File: config.mk
export PLATFORM = sky130hd
export DESIGN_NAME = fetch_stage_flat
export DESIGN_NICKNAME = d
export VERILOG_FILES = /design/src/rtl/fetch_stage_if.sv /design/src/rtl/fetch_stage.sv /design/src/flat_wrapper.sv
export SDC_FILE = /design/constraint.sdc
export NUM_CORES = 1
export LEC_CHECK = 0
export BUFFER_PORTS_ARGS = -buffer_cell sky130_fd_sc_hd__buf_2
export CAP_MARGIN = 20
export CORE_ASPECT_RATIO = 1.25
export CORE_MARGIN = 5
export CORE_UTILIZATION = 45
export CTS_CLUSTER_DIAMETER = 40
export CTS_CLUSTER_SIZE = 25
export DETAILED_ROUTE_END_ITERATION = 7
export PLACE_DENSITY_LB_ADDON = 0.2
export SETUP_SLACK_MARGIN = 0.2
export SKIP_LAST_GASP = 1
export SLEW_MARGIN = 20
export SYNTH_ARGS = -nofsm -noshare
export SYNTH_HDL_FRONTEND = slang
export SYNTH_SLANG_ARGS = --single-unit
File: constraint.sdc
create_clock -name clk -period 3.9 [get_ports clk]
set_input_delay 0.195 -clock clk [delete_from_list [all_inputs] [get_ports clk]]
set_output_delay 0.195 -clock clk [all_outputs]
set_load 0.02 [all_outputs]
File: src/rtl/fetch_stage_if.sv
// fetch_stage_if: groups the fetch-stage control, instruction-memory and IF/ID
// signals into one bundle.
//   master : the fetch stage (drives imem_addr and the IF/ID outputs)
//   slave  : the surrounding pipeline / memory (drives control and imem_rdata)
// Signals:
//   stall, br_taken, br_target, halt  control from downstream stages
//   imem_addr / imem_rdata            synchronous instruction memory port
//   id_inst, id_pc1, id_valid         IF/ID register contents
//   halted                            stage frozen after halt
interface fetch_stage_if #(
  parameter int PC_W = 16
);
  logic            stall;
  logic            br_taken;
  logic [PC_W-1:0] br_target;
  logic            halt;
  logic [PC_W-1:0] imem_addr;
  logic [15:0]     imem_rdata;
  logic [15:0]     id_inst;
  logic [PC_W-1:0] id_pc1;
  logic            id_valid;
  logic            halted;

  modport master (
    input  stall, br_taken, br_target, halt, imem_rdata,
    output imem_addr, id_inst, id_pc1, id_valid, halted
  );

  modport slave (
    output stall, br_taken, br_target, halt, imem_rdata,
    input  imem_addr, id_inst, id_pc1, id_valid, halted
  );
endinterface

File: src/rtl/fetch_stage.sv
// fetch_stage: instruction-fetch stage. Holds the PC, addresses the synchronous
// instruction memory and loads the IF/ID register feeding decode. Handles
// stall, branch redirect (flush with a NOP bubble) and halt.
// Ports:
//   clk    rising-edge clock
//   rst_n  synchronous, active-low reset
//   bus    fetch_stage_if.master (control in, imem port, IF/ID out, halted)
// Parameters: PC_W, RESET_PC, NOP_INST (bubble encoding).
// Build option: IF_HALT_DETECT_EN -- when defined, fetch pre-decodes the
// captured word and stops fetching past an HLT until a redirect arrives.
module fetch_stage #(
  parameter int              PC_W     = 16,
  parameter logic [PC_W-1:0] RESET_PC = '0,
  parameter logic [15:0]     NOP_INST = 16'hC070
) (
  input  logic         clk,
  input  logic         rst_n,
  fetch_stage_if.master bus
);

  typedef enum logic {
    RUN    = 1'b0,
    HALTED = 1'b1
  } state_t;

  state_t          state_q;
  logic [PC_W-1:0] pc_q;      // next address to issue
  logic [PC_W-1:0] f_pc_q;    // address whose word is in flight
  logic            f_valid_q;
  logic [15:0]     id_inst_q;
  logic [PC_W-1:0] id_pc1_q;
  logic            id_valid_q;
  logic            halted_q;

  logic [PC_W-1:0] pc_d;
  logic [PC_W-1:0] f_pc1_d;
  logic [PC_W-1:0] br_pc1_d;
  logic            redirect;

  assign pc_d     = pc_q + 1'b1;
  assign f_pc1_d  = f_pc_q + 1'b1;
  assign br_pc1_d = bus.br_target + 1'b1;

  // A redirect must address the target this very edge so its word is ready
  // for the next un-stalled edge; a stall re-reads the in-flight word.
  assign redirect      = (state_q == RUN) && bus.br_taken && !bus.halt;
  assign bus.imem_addr = redirect  ? bus.br_target :
                         bus.stall ? f_pc_q : pc_q;

  assign bus.id_inst  = id_inst_q;
  assign bus.id_pc1   = id_pc1_q;
  assign bus.id_valid = id_valid_q;
  assign bus.halted   = halted_q;

`ifdef IF_HALT_DETECT_EN
  logic park_q;   // HLT captured: stop issuing until a redirect
  logic is_hlt;
  assign is_hlt = f_valid_q && (bus.imem_rdata[15:14] == 2'b11) &&
                  (bus.imem_rdata[7:4] == 4'b1111);
`endif

  always_ff @(posedge clk) begin
    if (!rst_n) begin
      state_q    <= RUN;
      pc_q       <= RESET_PC;
      f_pc_q     <= '0;
      f_valid_q  <= 1'b0;
      id_inst_q  <= NOP_INST;
      id_pc1_q   <= '0;
      id_valid_q <= 1'b0;
      halted_q   <= 1'b0;
`ifdef IF_HALT_DETECT_EN
      park_q     <= 1'b0;
`endif
    end else if (state_q == RUN) begin
      if (bus.halt) begin
        state_q    <= HALTED;
        halted_q   <= 1'b1;
        id_inst_q  <= NOP_INST;
        id_valid_q <= 1'b0;
      end else if (bus.br_taken) begin
        pc_q       <= br_pc1_d;
        f_pc_q     <= bus.br_target;
        f_valid_q  <= 1'b1;
        id_inst_q  <= NOP_INST;
        id_valid_q <= 1'b0;
`ifdef IF_HALT_DETECT_EN
        park_q     <= 1'b0;
`endif
      end else if (!bus.stall) begin
        id_inst_q  <= f_valid_q ? bus.imem_rdata : NOP_INST;
        id_valid_q <= f_valid_q;
        id_pc1_q   <= f_pc1_d;
`ifdef IF_HALT_DETECT_EN
        if (is_hlt) begin
          park_q    <= 1'b1;
          f_valid_q <= 1'b0;
        end else if (!park_q) begin
          f_pc_q    <= pc_q;
          f_valid_q <= 1'b1;
          pc_q      <= pc_d;
        end
`else
        f_pc_q    <= pc_q;
        f_valid_q <= 1'b1;
        pc_q      <= pc_d;
`endif
      end
    end
    // HALTED: everything holds until reset.
  end

endmodule

File: src/flat_wrapper.sv
// flat-port wrapper written by rule: the top's interface ports become plain ports
module fetch_stage_flat 
#(
  parameter int              PC_W     = 16,
  parameter logic [PC_W-1:0] RESET_PC = '0,
  parameter logic [15:0]     NOP_INST = 16'hC070
)
  (clk, rst_n, bus_stall, bus_br_taken, bus_br_target, bus_halt, bus_imem_rdata, bus_imem_addr, bus_id_inst, bus_id_pc1, bus_id_valid, bus_halted);
  fetch_stage_if #(.PC_W(PC_W)) bus_i ();
  input  logic clk;
  input  logic rst_n;
  input wire logic [$bits(bus_i.stall)-1:0] bus_stall;
  input wire logic [$bits(bus_i.br_taken)-1:0] bus_br_taken;
  input wire logic [$bits(bus_i.br_target)-1:0] bus_br_target;
  input wire logic [$bits(bus_i.halt)-1:0] bus_halt;
  input wire logic [$bits(bus_i.imem_rdata)-1:0] bus_imem_rdata;
  output wire logic [$bits(bus_i.imem_addr)-1:0] bus_imem_addr;
  output wire logic [$bits(bus_i.id_inst)-1:0] bus_id_inst;
  output wire logic [$bits(bus_i.id_pc1)-1:0] bus_id_pc1;
  output wire logic [$bits(bus_i.id_valid)-1:0] bus_id_valid;
  output wire logic [$bits(bus_i.halted)-1:0] bus_halted;
  assign bus_i.stall = bus_stall;
  assign bus_i.br_taken = bus_br_taken;
  assign bus_i.br_target = bus_br_target;
  assign bus_i.halt = bus_halt;
  assign bus_i.imem_rdata = bus_imem_rdata;
  assign bus_imem_addr = bus_i.imem_addr;
  assign bus_id_inst = bus_i.id_inst;
  assign bus_id_pc1 = bus_i.id_pc1;
  assign bus_id_valid = bus_i.id_valid;
  assign bus_halted = bus_i.halted;
  fetch_stage #(.PC_W(PC_W), .RESET_PC(RESET_PC), .NOP_INST(NOP_INST)) u_core (.clk(clk), .rst_n(rst_n), .bus(bus_i));
endmodule
==> key figures <==
Setup path
  – CP Data Arrival Time: 2290 ps
  – Most numerous cell on the critical path: sky130_fd_sc_hd__buf_2
  – Worst EP required: around 3700 ps
  – Setup slack of the worst register-to-register path: 1760 ps
  – Category of the most critical setup path: input port to output port
  – Worst r2r src: u_core.pc_q[2]$_SDFFE_PN0P_
  – Worst path cell trace: buf_2 -> inv_1 -> nor3_2 -> buf_4 -> nand2_1 -> o21ai_0 -> buf_2
  – Crit path largest cell delay: about 580 ps
  – R2R Path End: u_core.pc_q[9]$_SDFFE_PN0P_
  – R2r worst-path depth: 5
  – Category of the worst setup path launch point: input port
  – Crit. End Element: output port
  – Cell with the biggest individual delay on the critical path: sky130_fd_sc_hd__buf_2
  – Top fanout value on the critical path: 46

Hold path
  – Kind of path behind the tightest hold check: input port to register
  – Cell count of the worst hold path: 3
  – Worst hold start: bus_imem_rdata[14]
  – End of the worst hold path: u_core.bus.id_inst[14]$_SDFFE_PN1P_

Route
  – Remaining antenna violation count: 0
  – Residual DRC count: 0
  – Number of vias in the routed layout: 3,521
  – Vias per Instance: between 5 and 6
  – Routed len/inst: about 16 um
  – Starting DRT DRC Count: between 300 and 400
  – Total iterations of the first detailed-routing run: 5
  – Post-detailed-routing wire length: 9.65 mm

Logic synthesis
  – Main synth FF type: sky130_fd_sc_hd__dfxtp_1
  – Netlist cell types: 45
  – Post-synthesis net count: approximately 500
  – Share of synthesized area occupied by flip-flops and latches: 0.378
  – Number of enable flip-flop cells after synthesis: 0
  – Post-Synthesis Mean Instance Area: 7.89 um2
  – Post-synthesis register bit count: 68
  – Synthesized area: between 0.003 and 0.004 mm2
  – Synthesized netlist cell count: between 400 and 500
  – Share of flip-flops with an asynchronous set or reset after synthesis: 0
  – Yosys Warn Count: 0

Place
  – Port bufs: between 80 and 90
  – Final GP Congestion: 0.854
  – DP Wirelength: approximately 6.6 mm

Floorplanning
  – Row cnt: 36
  – Die Span X: ~90 um
  – Placeable core region: roughly 0.0078 mm2
  – Starting density of the core: 0.462
  – Floorplan die height: 110 um
  – I/O Pins: 87
  – Area enclosed by the die boundary: a little under 0.01 mm2

Clock network
  – Hold-fix buffers, CTS: 0
  – Clk pin slew, worst setup/hold paths: ~80 ps
  – Clock buffers created by TritonCTS: 9
  – Clk sinks: 68
  – Maximum number of buffers from clock root to sink: 2
  – TritonCTS clock tree: done
  – Clock latency on the worst-skew pair: roughly 340 ps
  – Cts repair resizes: 0
  – H-tree levels: 3
  – CTS root buffer: sky130_fd_sc_hd__clkbuf_8
  – Number of buffers inserted to repair setup after CTS: 0

Power
  – Net switching share of the total power: 0.275
  – Internal portion of total power: around 1.2 mW
  – Highest ir drop seen on vdd: roughly 0.26 mV
  – NetSw: approximately 0.47 mW
  – Power density relative to cell area: between 400 and 500 mW/mm2
  – Clock network fraction of total power: 0.407
  – Sequential share of power: 0.445
  – Combinational Power Share: 0.147
  – Leakage power: approximately 1.8 nW

Cells and area
  – Highest-count cells in the layout ignoring fill and taps: sky130_fd_sc_hd__buf_2 (86), sky130_fd_sc_hd__dfxtp_1 (68), sky130_fd_sc_hd__o21ai_0 (57), sky130_fd_sc_hd__nor2_1 (46), sky130_fd_sc_hd__nand2_1 (42)
  – Share of cells above drive strength 1: 0.221
  – Most common library cell in the layout ignoring fill and taps: sky130_fd_sc_hd__buf_2
  – Final antenna diode count: 0
  – Signed area change from the synthesized netlist to the final layout: 18.6%
  – Number of nets in the finished design: 559

GRT
  – Vias in the first global route: between 3,000 and 4,000
  – Largest net degree at the start of global routing: 47
  – Number of antenna violations at the first check in global routing: 0
  – Overall Global Routing Usage: 0.198
  – First-pass GRT wire length: about 16 mm
  – GRT Residual Overflow: 0

Timing
  – Fraction of the cycle the final worst path needs: 0.637
  – Count of final setup violators: 0
  – Final Max Tran Viols: 0
  – Setup TNS Final: 0 ps
  – Tightest slew margin relative to the limit: 0.340
  – Setup repair after global routing missed its margin: false
  – Slew at the pin with the worst max-slew slack: between 900 and 1000 ps
  – Worst hold slack across all endpoints: between 50 and 60 ps
  – FMAX: a little over 400 MHz
  – Fin. Hold Viols: 0
  – Clock tree skew after final layout: roughly 7.6 ps
  – Post-layout min period: roughly 2500 ps

Job
  – Count of maximum capacitance violations: 0

Outcome
  – Outcome: finished, final reports clean
synth_stat cells (2+ instances only):
| cell type | number | area [um2] |
|---|---|---|
| sky130_fd_sc_hd__dfxtp_1 | 68 | 1360 |
| sky130_fd_sc_hd__a211oi_1 | 7 | 52.6 |
| sky130_fd_sc_hd__o22ai_1 | 9 | 56.3 |
| sky130_fd_sc_hd__a31oi_1 | 3 | 18.8 |
| sky130_fd_sc_hd__mux2_2 | 6 | 67.6 |
| sky130_fd_sc_hd__mux2i_1 | 23 | 230 |
| sky130_fd_sc_hd__nor2b_1 | 2 | 12.5 |
| sky130_fd_sc_hd__buf_2 | 3 | 15.0 |
| sky130_fd_sc_hd__a21o_1 | 3 | 22.5 |
| sky130_fd_sc_hd__a221oi_1 | 2 | 17.5 |
| sky130_fd_sc_hd__nand3b_1 | 3 | 22.5 |
| sky130_fd_sc_hd__a22oi_1 | 12 | 90.1 |
| sky130_fd_sc_hd__nor2_1 | 46 | 173 |
| sky130_fd_sc_hd__nand2_1 | 42 | 158 |
| sky130_fd_sc_hd__or3_1 | 6 | 37.5 |
| sky130_fd_sc_hd__ha_1 | 2 | 25.0 |
| sky130_fd_sc_hd__buf_1 | 2 | 7.51 |
| sky130_fd_sc_hd__nand4b_1 | 2 | 17.5 |
| sky130_fd_sc_hd__o21bai_1 | 2 | 15.0 |
| sky130_fd_sc_hd__nand4_1 | 12 | 75.1 |
| sky130_fd_sc_hd__xnor2_1 | 9 | 78.8 |
| sky130_fd_sc_hd__a21oi_1 | 35 | 175 |
| sky130_fd_sc_hd__and3_1 | 5 | 31.3 |
| sky130_fd_sc_hd__nor3_1 | 5 | 25.0 |
| sky130_fd_sc_hd__o21ai_0 | 57 | 285 |
| sky130_fd_sc_hd__inv_1 | 6 | 22.5 |
| sky130_fd_sc_hd__nand2b_1 | 4 | 25.0 |
| sky130_fd_sc_hd__buf_6 | 2 | 22.5 |
| sky130_fd_sc_hd__xor2_1 | 10 | 87.6 |
| sky130_fd_sc_hd__clkbuf_1 | 29 | 109 |
| sky130_fd_sc_hd__nand3_1 | 24 | 120 |
| sky130_fd_sc_hd__o32ai_1 | 2 | 17.5 |
critical path: cells and delay by family:
| kind | cells | cell delay [ps] |
|---|---|---|
| buf+inv | 4 | 1570 |
| simple gates | 2 | 390 |
| compound gates | 1 | 110 |
registers in the layout, summed over array words and instances, names as in the netlist:
| signal | flops |
|---|---|
| u_core.f_valid_q | 1 |
| u_core.pc_q | 16 |
| u_core.state_q | 1 |
| u_core.bus.id_inst | 16 |
| u_core.bus.id_pc1 | 16 |
| u_core.f_pc_q | 16 |
| u_core.bus.id_valid | 1 |
| u_core.bus.halted | 1 |
cell type report:
| class | instances | area, um2 |
|---|---|---|
| clock buffers | 10 | 128 |
| clock inverters | 6 | 113 |
| fillers | 765 | 3520 |
| inverters | 6 | 22.5 |
| multi-input cells | 345 | 2070 |
| flip-flops and latches | 68 | 1360 |
| well taps | 95 | 119 |
| repair buffers | 90 | 460 |
how the worst max path moves through the flow:
stage	from	endpoint	slack [ps]	depth (start not counted)
floorplan	bus_br_taken	u_core.pc_q[10]$_SDFFE_PN0P_	1670	11
global placement	bus_br_taken	u_core.pc_q[9]$_SDFFE_PN0P_	1310	6
detailed placement	bus_br_taken	u_core.pc_q[9]$_SDFFE_PN0P_	1260	6
CTS	bus_br_taken	bus_imem_addr[10]	1430	7
global route	bus_br_taken	bus_imem_addr[10]	1220	7
finish	bus_br_taken	bus_imem_addr[10]	1420	7
cell families (layout without fill, tap and decap cells):
group / after synthesis / after routing / synth area share
compound gates: 138 / 138 / 0.223
simple gates: 156 / 156 / 0.209
buf+inv: 43 / 112 / 0.0504
mux: 30 / 30 / 0.0859
fa+ha+maj: 2 / 2 / 0.00695
xor+xnor: 19 / 19 / 0.0462
flops: 68 / 68 / 0.378
power by group through the flow:
stage	sequential, mW	clock, mW	combinational [mW]
CTS	0.763	0.714	0.253
detailed placement	0.779	0	0.252
finish	0.764	0.699	0.253
global placement	0.778	0	0.250
floorplan	0.777	0	0.169
global route	0.770	0.741	0.281
layer usage:
metal | up-vias | global-route usage | part of all wire
met1 | 1611 | 0.248 | 0.45
met5 | - | 0 | 0
met2 | 136 | 0.335 | 0.48
met4 | 0 | 0.0926 | 0.016
met3 | 12 | 0.0312 | 0.061
li1 | 1762 | - | -
per-stage QoR:
stage	power (mW)	std cells	instance area, um2	worst slack [ps]	utilization
floorplan	0.945	456	3600	1670	-
global placement	1.03	604	4030	1310	0.517
detailed placement	1.03	604	4030	1260	0.517
CTS	1.73	620	4270	1430	0.548
global route	1.79	620	4270	1220	0.548
finish	1.72	620	4270	1420	0.548
Note: power is estimated with default switching activity, not from simulation.
